$ cat src/rtl/instr_fetch_unit.sv
// Instruction fetch unit: owns the PC, fetches one word per request over a
// req/ready handshake and holds it for the control unit until consumed.
// Optional build macro: FETCH_MISALIGN_TRAP_EN (misaligned-target trap + HALT).
module instr_fetch_unit #(
   parameter logic [31:0] RESET_PC = 32'h0000_0000,
   parameter logic [31:0] PC_INC   = 32'd4
) (
   input  logic        clk,
   input  logic        rst,
   input  logic        PCsrc,
   input  logic [31:0] ImmOp,
   input  logic        stall,
   output logic        imem_req,
   output logic [31:0] imem_addr,
   input  logic [31:0] imem_rdata,
   input  logic        imem_ready,
   output logic [31:0] instr,
   output logic        instr_valid,
   output logic [31:0] PC
`ifdef FETCH_MISALIGN_TRAP_EN
   ,
   output logic        misalign
`endif
);

   localparam logic [31:0] NOP = 32'h0000_0013;

`ifdef FETCH_MISALIGN_TRAP_EN
   typedef enum logic [1:0] {S_IDLE, S_REQ, S_HOLD, S_HALT} state_t;
`else
   typedef enum logic [1:0] {S_IDLE, S_REQ, S_HOLD} state_t;
`endif

   state_t      state_q;
   logic [31:0] pc_q;
   logic [31:0] instr_q;
   logic        valid_q;
   logic        req_q;
   logic [31:0] addr_q;
   logic [31:0] pc_d;
`ifdef FETCH_MISALIGN_TRAP_EN
   logic        misalign_q;
`endif

   // Next PC on consume: branch target or sequential, carries dropped
   always_comb begin
      pc_d = PCsrc ? (pc_q + ImmOp) : (pc_q + PC_INC);
`ifndef FETCH_MISALIGN_TRAP_EN
      pc_d = pc_d & 32'hFFFF_FFFC;
`endif
   end

   // Fetch FSM with all outputs registered
   always_ff @(posedge clk) begin
      if (rst) begin
         state_q    <= S_IDLE;
         pc_q       <= RESET_PC;
         instr_q    <= NOP;
         valid_q    <= 1'b0;
         req_q      <= 1'b0;
         addr_q     <= RESET_PC;
`ifdef FETCH_MISALIGN_TRAP_EN
         misalign_q <= 1'b0;
`endif
      end else begin
         case (state_q)
            S_IDLE: begin
               req_q   <= 1'b1;
               addr_q  <= pc_q;
               state_q <= S_REQ;
            end
            S_REQ: begin
               if (imem_ready) begin
                  instr_q <= imem_rdata;
                  valid_q <= 1'b1;
                  req_q   <= 1'b0;
                  state_q <= S_HOLD;
               end
            end
            S_HOLD: begin
               if (!stall) begin
                  pc_q    <= pc_d;
                  valid_q <= 1'b0;
`ifdef FETCH_MISALIGN_TRAP_EN
                  if (pc_d[1:0] != 2'b00) begin
                     misalign_q <= 1'b1;
                     state_q    <= S_HALT;
                  end else begin
                     req_q   <= 1'b1;
                     addr_q  <= pc_d;
                     state_q <= S_REQ;
                  end
`else
                  req_q   <= 1'b1;
                  addr_q  <= pc_d;
                  state_q <= S_REQ;
`endif
               end
            end
`ifdef FETCH_MISALIGN_TRAP_EN
            S_HALT: begin
               req_q   <= 1'b0;
               valid_q <= 1'b0;
            end
`endif
            default: begin
               req_q   <= 1'b0;
               valid_q <= 1'b0;
               state_q <= S_IDLE;
            end
         endcase
      end
   end

   assign imem_req    = req_q;
   assign imem_addr   = addr_q;
   assign instr       = instr_q;
   assign instr_valid = valid_q;
   assign PC          = pc_q;
`ifdef FETCH_MISALIGN_TRAP_EN
   assign misalign    = misalign_q;
`endif

endmodule

$ cat config.mk
export PLATFORM = sky130hd
export DESIGN_NAME = instr_fetch_unit
export DESIGN_NICKNAME = d
export VERILOG_FILES = /design/src/rtl/instr_fetch_unit.sv
export SDC_FILE = /design/constraint.sdc
export NUM_CORES = 1
export LEC_CHECK = 0
export BUFFER_PORTS_ARGS = -buffer_cell sky130_fd_sc_hd__buf_2
export CORE_MARGIN = 3
export CORE_UTILIZATION = 57
export CTS_CLUSTER_SIZE = 12
export DETAILED_ROUTE_END_ITERATION = 16
export GPL_ROUTABILITY_DRIVEN = 0
export HOLD_SLACK_MARGIN = 0.02
export PLACE_DENSITY_LB_ADDON = 0.2
export SLEW_MARGIN = 10
export SYNTH_ARGS = -nofsm -noshare
export SYNTH_HDL_FRONTEND = slang
export SYNTH_SLANG_ARGS = --single-unit
$ cat constraint.sdc
create_clock -name clk -period 6.95 [get_ports clk]
set_input_delay 1.39 -clock clk [delete_from_list [all_inputs] [get_ports clk]]
set_output_delay 1.39 -clock clk [all_outputs]
set_load 0.005 [all_outputs]
# After elaboration in Yosys (flattened, before gate mapping)
# Index checks and enable logic that the tools add are counted.
# op_classes
n_mul	0
reduce_logical	7
shifts	0
magnitude_cmp	0
n_mux	12
eq_ne	4
div	0
n_bitwise	2
addsub	2
# ops
operator	n
$mux 32	2
$pmux 32 s2	1
$add 32x3->32 const B	1
$add 32x32->32	1
$reduce_and 2->1	4
$pmux 1 s3	2
$pmux 2 s3	1
$mux 1	4
$mux 2	2
$ne 2x2->1 const B	2
$reduce_and 3->1	1
$eq 2x1->1 const B	1
$eq 2x2->1 const B	1
$logic_not 2->1	1
$not 1->1	2
$reduce_bool 2->1	1
# totals
rom_bits	0
output_inout_bits	98
mem_bits_rw	0
latch_bits	0
register_bits	98
in_bits	69
mem_count	0

# Longest topological paths before layout
# depth
word_depth	4
mapped_depth	12
mapped_depth_nobuf	11

# Worst setup path before layout
# Ideal clock, no wire load.
# synth_path
path_type	input-to-reg
start	input port PCsrc
end	register pc_q[27], in the netlist PC[27]
path_slack_ns	3.154
t_arrival_ns	3.681
stages	11
required_ns	6.834
setup_ns	0.116
path_cell_list	clkbuf_1 -> clkbuf_1 -> and2_1 -> ha_1 -> a21oi_1 -> o21ai_1 -> a21o_1 -> a221o_1 -> a31o_2 -> mux2_4 -> a31o_1
# synth_via
elab_chain_len	1
# synth_rtl
item	line_no	source
from (decl)	10	input logic PCsrc,
$mux 32	47	pc_d = PCsrc ? (pc_q + ImmOp) : (pc_q + PC_INC);
to (signal assigned)	82	pc_q <= pc_d;
to (decl)	35	logic [31:0] pc_q;
# Every way passes these cells.
# A chain may end at the register's enable or synchronous reset.

# Final worst setup path
# layout_path
start	input port PCsrc
end	register addr_q[29], in the netlist imem_addr[29]
# layout_via
elab_chain_len	3
# layout_rtl
item	line_no	source
$mux 32	47	
$mux 32	81	if (!stall) begin
$pmux 32 s2	66	case (state_q)
to (signal assigned)	69	addr_q <= pc_q;
to (signal assigned)	95	addr_q <= pc_d;
to (decl)	39	logic [31:0] addr_q;
# Every way passes these cells. The select of a mux whose other input is x is not followed.

==> flow_summary.toml <==
[run_status]
run_status = "finished, final reports clean"

[synthesis]
synth_area_um2 = 5780
synth_xor_area_frac = 0.0409
ys_seq_elements = 95
synth_most_common_cell = "nand2_1"
synth_compound_area_frac = 0.268
synthTopCellsByCount = "149 x nand2_1, 95 x dfxtp_1, 80 x a21oi_1"
async_reset_ff_frac = 0
syn_avg_cell_area_um2 = 7.83
synth_ff_type = "dfxtp_1"
synth_fa_ha_area_frac = 0.0663
synth_area_leaders = "dfxtp_1 33%, nand2_1 9.7%, a21oi_1 6.9%"
synth_area_leader_cell = "dfxtp_1"
synthMuxAreaShare = 0.00953
synthSimpleGateAreaFrac = 0.240
synth_edf_count = 0
ys.warnings.count = 0
synth_seq_area_share = 0.329
synthesis.instances = 738
synth_top_area_share = 0.329
synth_top_family_by_area = "compound AO/OA/AOI/OAI gates"
synth.distinct_cells = 77

[global_route]
antenna_found_initial = 0
grt_max_degree = 83
grt_pass1_vias = 5682
grt_pass1_wl_um = 26900
grt_usage = 0.287
globalRouteOverflowTotal = 0

[worst_setup_path]
r2r-start = "state_q[0]"
end_kind = "flip-flop"
required_ns = 7.21
cp_max_fo = 30
timing.rr.end = "PC[28]"
r2r_setup_slack_ns = 4.13
startpoint = "PCsrc"
cp.arrival_ns = 4.14
rr_worst_depth = 6
crit_type = "in2reg"
cp-start-kind = "input pin"

[sta]
rsz0062_at_grt = "no"
post-route-period-util = 0.559
post-route-worst-setup-slack_ns = 3.07
finalSetupTns_ns = 0
final.setup_skew_ns = 0.0189
worst_slew_pin_slew_ns = 1.03
hold_viol = 0
fmax_mhz = 258
setup_viol = 0
maxSlewViolCount = 0
finalCriticalPeriod_ns = 3.88
slew_headroom = 0.310

[route]
avgRoutedWirePerCell_um = 16.7
drc = 0
ant_nets = 0
first_pass_iters = 7
vias_per_cell = 5.95
wirelength_um = 16700
drtIter0Drc = 425
dr_total_vias = 5955

[worst_hold_path]
hold_end = "imem_addr[14]"
hold_start = "imem_addr[14]"
hp-class = "reg2reg"
hold_depth = 2

[finish]
antenna_cells = 0
nets = 963
drive_above_1_share = 0.241
syn_to_final_growth_pct = 17.6

[clock_tree]
cts_inserted_buffers = 9
htreeDepth = 3
cts_sinks = 95
clkLatencyLatePin_ns = 0.37
post_cts_buffers = 0
clock_path_buffers = 2
cts_tree = "built"
holdBufCountCts = 0
cts_root_buf = "clkbuf_8"
cts-resized-gates = 0
clk_pin_slew_ns = 0.10

[place]
numPortBuffers = 160
dp_hpwl_um = 12100
pre_cts_ws_ns = 2.69

[die]
initial_core_util = 0.588
die_h_um = 107
die-area_um2 = 11400
rows = 36
coreArea_um2 = 9820
fp.dieW_um = 107
boundaryPins = 167

[job]
drv_cap = 0

[power_and_ir_drop]
ir_drop_mv = 0.119
powerDensity_nw_per_um2 = 175
p_leak_uw = 0.00310
-- cell families after synthesis --
group,after synthesis
simple gates,297
compound gates,224
flops,95
buf+inv,59
fa+ha+maj,30
xor+xnor,27
mux,5
other cells,1
-- worst max path at each step --
stage,endpoint,cells past startpoint
after floorplan,PC[27],11
after global placement,imem_addr[29],10
after detailed placement,imem_addr[29],10
after CTS,imem_addr[29],10
after global routing,imem_addr[29],10
final,imem_addr[29],10
-- final cells by class --
cell class / count / area, um^2
clock inverter: 6 / 97.6
tap: 133 / 166
clock buffer: 9 / 124
inverter: 6 / 22.5
timing repair buffer: 165 / 838
sequential: 95 / 1900
fill: 865 / 3030
multi-input combinational: 587 / 3640
-- worst max-delay path, cell delays in order --
cell and delay, ns:
buf_2 0.41, and2_1 0.21, ha_1 0.29, a21o_4 0.26, a31oi_1 0.33, a21oi_2 0.13, o21a_2 0.27, a21oi_1 0.32
xor2_1 0.12, a2111oi_0 0.40
-- power breakdown --
| part | switching, uW | leakage (uW) | internal, uW | total [uW] |
|---|---|---|---|---|
| clock | 213 | 0.000113 | 207 | 420 |
| sequential | 13.8 | 0.000773 | 566 | 580 |
| combinational | 114 | 0.00222 | 73.5 | 188 |
-- flip-flops by register name, indices dropped and copies added (netlist names) --
name / cells
PC: 30
instr: 32
instr_valid: 1
imem_addr: 30
state_q: 2
-- per-stage QoR --
step	instances	hold WS, ns	cell area, um^2	power [uW]	utilization
finish	1001	0.446	6790	1190	0.692
floorplan	741	0.439	5790	711	-
global route	1001	0.472	6790	1240	0.692
global placement	986	0.430	6560	770	0.668
detailed placement	986	0.434	6560	778	0.668
CTS	1001	0.448	6790	1190	0.691
-- placed cells by master, fill, tap and decap left out, types with 8 or more instances in the layout --
cell type / instances
buf_2: 160
nand2_1: 149
dfxtp_1: 95
a21oi_1: 79
nor2_1: 52
and2_1: 34
ha_1: 29
o21ai_0: 25
a21o_1: 17
nand3_1: 15
xnor2_1: 14
xor2_1: 13
o221ai_1: 11
nor3_1: 10
clkbuf_8: 9
o21ai_1: 8
-- layer usage --
layer / wire length [um] / vias to the layer above / track usage
met5: 0 / - / 0
met4: 374 / 0 / 0.0868
met1: 7030 / 2765 / 0.368
met3: 1440 / 44 / 0.0734
met2: 7860 / 273 / 0.476
li1: - / 2873 / -
Power figures use the tool's default switching activity.
